[config.mk]
export PLATFORM = sky130hd
export DESIGN_NAME = bm_encode_sequencer
export DESIGN_NICKNAME = d
export VERILOG_FILES = /design/src/rtl/bm_encode_sequencer.sv
export SDC_FILE = /design/constraint.sdc
export NUM_CORES = 1
export LEC_CHECK = 0
export CORE_ASPECT_RATIO = 1.2
export CORE_MARGIN = 5
export CORE_UTILIZATION = 50
export CTS_BUF_LIST = sky130_fd_sc_hd__clkbuf_4 sky130_fd_sc_hd__clkbuf_8
export CTS_CLUSTER_SIZE = 25
export DETAILED_ROUTE_END_ITERATION = 8
export GPL_TIMING_DRIVEN = 0
export MAX_ROUTING_LAYER = met4
export PLACE_DENSITY = 0.8
export SYNTH_ARGS = -nofsm -noshare
export SYNTH_HDL_FRONTEND = slang
export SYNTH_SLANG_ARGS = --single-unit
[constraint.sdc]
create_clock -name clk -period 4.38 [get_ports clk]
set_input_delay 1.314 -clock clk [delete_from_list [all_inputs] [get_ports clk]]
set_output_delay 1.314 -clock clk [all_outputs]
set_load 0.01 [all_outputs]
[src/rtl/bm_encode_sequencer.sv]
// Sequencer for the bitmatrix-multiply encoder: walks (m,k) reads, XOR-accumulates the
// returned products and hands each finished parity packet out on a valid/ready port.
module bm_encode_sequencer #(
    parameter int K_MAX         = 128,
    parameter int K_MIN         = 2,
    parameter int M_MAX         = 128,
    parameter int M_MIN         = 2,
    parameter int W             = 4,
    parameter int PACKET_LENGTH = 2,
    parameter int IW            = $clog2((K_MAX > M_MAX) ? K_MAX : M_MAX) + 1
) (
    input  logic                          clk,
    input  logic                          rst_n,
    input  logic                          start,
    input  logic [IW-1:0]                 k_cfg,
    input  logic [IW-1:0]                 m_cfg,
    output logic                          busy,
    output logic                          done,
    output logic                          cfg_err,
    output logic                          rd_en,
    output logic [IW-1:0]                 rd_k_idx,
    output logic [IW-1:0]                 rd_m_idx,
    input  logic [W*PACKET_LENGTH-1:0]    mult_product,
    output logic [W*PACKET_LENGTH-1:0]    parity_out,
    output logic [IW-1:0]                 parity_idx,
    output logic                          parity_vld,
    input  logic                          parity_rdy
);

    localparam int PW = W * PACKET_LENGTH;
    localparam logic [IW-1:0] K_LO    = IW'(K_MIN);
    localparam logic [IW-1:0] K_HI    = IW'(K_MAX);
    localparam logic [IW-1:0] M_LO    = IW'(M_MIN);
    localparam logic [IW-1:0] M_HI    = IW'(M_MAX);
    localparam logic [IW-1:0] IDX_ONE = IW'(1);

    typedef enum logic [1:0] {
        IDLE  = 2'd0,
        ISSUE = 2'd1,
        DRAIN = 2'd2,
        OUT   = 2'd3
    } state_t;

    state_t        state;
    state_t        state_nxt;
    logic [IW-1:0] k_reg;
    logic [IW-1:0] m_reg;
    logic [IW-1:0] k_idx;
    logic [IW-1:0] m_idx;
    logic          prod_vld;
    logic          prod_first;
    logic [PW-1:0] acc;
    logic [PW-1:0] acc_nxt;
    logic          cfg_ok;
    logic          k_last;
    logic          m_last;

    assign cfg_ok = (k_cfg >= K_LO) && (k_cfg <= K_HI) &&
                    (m_cfg >= M_LO) && (m_cfg <= M_HI);
    assign k_last = (k_idx == (k_reg - IDX_ONE));
    assign m_last = (m_idx == (m_reg - IDX_ONE));

    // The first product of a parity overwrites acc, so no clear cycle is needed between parities.
    assign acc_nxt = prod_vld ? (prod_first ? mult_product : (acc ^ mult_product)) : acc;

    assign busy       = (state != IDLE);
    assign rd_en      = (state == ISSUE);
    assign rd_k_idx   = k_idx;
    assign rd_m_idx   = m_idx;
    assign parity_vld = (state == OUT);

    always_ff @(posedge clk or negedge rst_n) begin
        if (!rst_n) begin
            state <= IDLE;
        end else begin
            state <= state_nxt;
        end
    end

    always_comb begin
        state_nxt = state;
        case (state)
            IDLE: begin
                if (start && cfg_ok) begin
                    state_nxt = ISSUE;
                end
            end
            ISSUE: begin
                if (k_last) begin
                    state_nxt = DRAIN;
                end
            end
            DRAIN: begin
                state_nxt = OUT;
            end
            OUT: begin
                if (parity_rdy) begin
                    state_nxt = m_last ? IDLE : ISSUE;
                end
            end
            default: begin
                state_nxt = IDLE;
            end
        endcase
    end

    always_ff @(posedge clk or negedge rst_n) begin
        if (!rst_n) begin
            k_reg      <= '0;
            m_reg      <= '0;
            k_idx      <= '0;
            m_idx      <= '0;
            prod_vld   <= 1'b0;
            prod_first <= 1'b0;
            acc        <= '0;
            parity_out <= '0;
            parity_idx <= '0;
            done       <= 1'b0;
            cfg_err    <= 1'b0;
        end else begin
            done       <= 1'b0;
            cfg_err    <= 1'b0;
            prod_vld   <= rd_en;
            prod_first <= rd_en && (k_idx == '0);
            acc        <= acc_nxt;
            case (state)
                IDLE: begin
                    if (start) begin
                        if (cfg_ok) begin
                            k_reg <= k_cfg;
                            m_reg <= m_cfg;
                            k_idx <= '0;
                            m_idx <= '0;
                        end else begin
                            cfg_err <= 1'b1;
                        end
                    end
                end
                ISSUE: begin
                    k_idx <= k_last ? '0 : (k_idx + IDX_ONE);
                end
                DRAIN: begin
                    // The last product lands this cycle, so capture the combined value.
                    parity_out <= acc_nxt;
                    parity_idx <= m_idx;
                end
                OUT: begin
                    if (parity_rdy) begin
                        if (m_last) begin
                            done <= 1'b1;
                        end else begin
                            m_idx <= m_idx + IDX_ONE;
                        end
                    end
                end
                default: begin
                end
            endcase
        end
    end

endmodule

==> results by group <==
Worst setup path
  – Endpoint class of the critical path: register
  – Reg2Reg Launch Point: k_reg[0]$_DFFE_PN0P_
  – Critical path's slowest cell: buf_1
  – Setup crit start: m_cfg[6]
  – Top delay family on crit path: buffers and inverters
  – Peak fanout along the critical path: 10
  – Reg2reg setup slack: between 1 and 1.5 ns
  – Crit-path cells: clkdlybuf4s50_1, nor4_1, a21oi_1, o221ai_1, or2_2, clkbuf_1, buf_1, mux2_2
  – WP data arrival: 4.08 ns
  – Max incr delay on CP: about 0.48 ns
  – Crit path kind: in2reg
  – Critical Path Start Type: primary input
  – Critical Path RT: 4.60 ns
  – Worst Path Buf+Inv: 3

Layout
  – Antenna cells: 0
  – P&R area growth vs syn: 29.22%
  – Layout cell share with drive strength beyond 1: about 16%
  – Final #Nets: between 400 and 500
  – Util after Layout: about 67%

Synthesis
  – Syn Inst Count: about 300
  – Top_reg_cell synth: dfrtp_1
  – Synth cell types: about 50
  – Yosys top cell area share: between 40% and 50%
  – FF+latch count, synth: a little over 60
  – Register area share after synthesis: roughly 47%
  – Synth area leaders: dfrtp_1, mux2_2, o21ai_0
  – YS warnings: 0
  – Cell Area, Synth: between 0.003 and 0.004 mm²
  – Syn Area/Cell: 10.86 µm²
  – Syn_nets: 343
  – Post-synth ARST share: 100.0%
  – EDFF count, synth: 0
  – Yosys top cell by area: dfrtp_1

Clock tree
  – Inserted Clock Buffers: 9
  – Root Driver: clkbuf_8
  – Max Buffers Root-to-Sink: 2
  – H-tree levels: 3
  – Later-pin clock latency in the skew report: ~0.34 ns
  – CTS clk-pin slew, worst paths: ~0.07 ns
  – Clk sinks: 62
  – Cts hold-fix bufs: 0
  – Post-CTS Setup Bufs: 0
  – # resized after CTS: 0
  – CTS tree: done

STA
  – Fin. Hold Viols: 0
  – Worst hold slack: roughly 0.51 ns
  – Fin. max-slew vios: 0
  – Worst slew margin: between 40% and 50%
  – Fmax: 0.2588 GHz
  – Worst-Margin Slew: 0.8197 ns
  – Tcrit/Tclk final: roughly nine tenths
  – Setup TNS: 0 ns
  – Setup violators final: 0
  – Layout Skew: approximately 0.0082 ns
  – Final min period: just under 4 ns
  – RSZ-0062 raised after global routing: false

Power
  – VDD IR-drop max: 0.4106 mV
  – Leak Pwr: around 1.8 nW
  – Pwr dens: 629.7 mW/mm²

Min path
  – Worst Hold Launch: parity_idx[5]$_DFFE_PN0N_
  – Hold/Removal Path Class: reg2reg

Route
  – Routed vias: ~2700
  – Routed WL: approximately 7700 µm
  – Via density: about 5.8
  – Remaining antenna violation count: 0
  – WL per Instance: 16.26 µm
  – Drc violations: 0
  – Initial DRC Count: 93
  – DRT Pass-1 Iters: 4

Die
  – Placeable Area: about 0.0064 mm²
  – Die Span Y: between 90 and 100 µm
  – I/O pin cnt: 65
  – Starting density of the core: 51.55%
  – # rows: 32
  – DIE AREA: around 0.0084 mm²
  – DIE WIDTH: 84.42 µm

Global route
  – Largest net degree at the start of global routing: 36
  – Initial antenna violation count: 0
  – Total gr overflow: 0
  – First-pass GRT wire length: around 13000 µm
  – Overall global routing resource usage: around a fifth
  – Number of global-route vias before repair: 2682

Placed design
  – Post-detail-place hpwl: between 5000 and 6000 µm
  – GPL Wtd Cong: slightly above 0.8
  – Number of port buffers: 64

Job
  – MaxCap Viol Count: 0

Run status
  – Status: completed
final timing paths:
path / end / cells after the start
min: parity_idx[5]$_DFFE_PN0N_ / 1
min reg2reg: parity_idx[5]$_DFFE_PN0N_ / 1
min in group asynchronous: parity_idx[5]$_DFFE_PN0N_ / 1
max reg2reg: rd_k_idx[0]$_DFFE_PN0P_ / 7
max: k_reg[5]$_DFFE_PN0P_ / 8
max in group asynchronous: parity_out[1]$_DFFE_PN0N_ / 2
power by group:
part / internal, mW / total (mW) / switching, mW
Combinational: 0.624 / 1.20 / 0.574
Sequential: 0.776 / 0.981 / 0.205
Clock: 0.306 / 0.524 / 0.219
synthesized netlist by cell type, types with 2 or more instances:
| library cell | number |
|---|---|
| buf_1 | 2 |
| a22o_1 | 7 |
| o22ai_1 | 2 |
| nor2_1 | 10 |
| ha_1 | 9 |
| nand2_1 | 14 |
| xor2_1 | 7 |
| mux2_2 | 35 |
| nand4_1 | 6 |
| or2_2 | 2 |
| clkbuf_1 | 8 |
| nand2b_1 | 8 |
| and3_1 | 7 |
| nor4b_1 | 3 |
| and4b_1 | 3 |
| inv_1 | 12 |
| nor3_1 | 5 |
| or3_1 | 8 |
| dfrtp_1 | 62 |
| a32o_1 | 7 |
| nand3b_1 | 3 |
| a31oi_1 | 4 |
| a21oi_1 | 9 |
| nor2b_1 | 8 |
| xnor2_1 | 10 |
| or4b_2 | 2 |
| o21ai_0 | 27 |
| nor4_1 | 5 |
worst register-to-register path, delay by kind of cell (launching register included):
family | cells | cell delay, ns
and+or+nand+nor | 4 | 1.37
AOI/OAI and AO/OA | 2 | 0.83
muxes | 1 | 0.31
DFF | 1 | 0.44
cells by family (layout without fill, tap and decap cells):
| group | Yosys count | in the layout | synth area share, % |
|---|---|---|---|
| simple gates | 92 | 92 | 16.83 |
| compound gates | 68 | 68 | 13.97 |
| flops | 62 | 62 | 46.69 |
| mux | 36 | 36 | 12.16 |
| buf+inv | 22 | 103 | 2.485 |
| xor+xnor | 17 | 17 | 4.480 |
| fa+ha+maj | 9 | 9 | 3.389 |
final cells by class:
| cell class | count | area (µm²) |
|---|---|---|
| clock inverters | 3 | 42.54 |
| well taps | 85 | 106.4 |
| clock buffers | 13 | 166.4 |
| multi-input cells | 222 | 1689 |
| inverters | 12 | 45.04 |
| plain buffers | 10 | 37.54 |
| flip-flops and latches | 62 | 1551 |
| repair buffers | 65 | 655.6 |
| fillers | 484 | 2152 |
through the flow:
step	power, mW	instance area [µm²]	cells	setup WS [ns]
after floorplan	1.757	3323	306	1.124
final	2.704	4294	472	0.5161
after global placement	2.124	4070	455	0.02467
after detailed placement	2.190	4085	456	0.1269
after global routing	2.888	4294	472	0.2939
after CTS	2.722	4294	472	0.4649
cells in the final DEF (no fill, tap or decap), drive strengths merged, types with 3 or more instances in the layout:
cell type,count
a21oi,9
a22o,7
a31oi,4
a32o,7
and3,7
and4b,3
buf,4
clkbuf,21
clkdlybuf4s50,63
dfrtp,62
ha,9
inv,12
mux2,35
nand2,14
nand2b,8
nand3b,3
nand4,6
nor2,11
nor2b,8
nor3,5
nor4,5
nor4b,3
o21ai,28
or3,8
or4b,3
xnor2,10
xor2,7
layer usage:
metal  routed length (µm)  track usage, %
met1                 3466           23.68
met2                 3726           30.92
met3                  335           3.645
met4                  147           9.866
met5                    0               -
No activity file was read; power rests on OpenSTA's default activity.
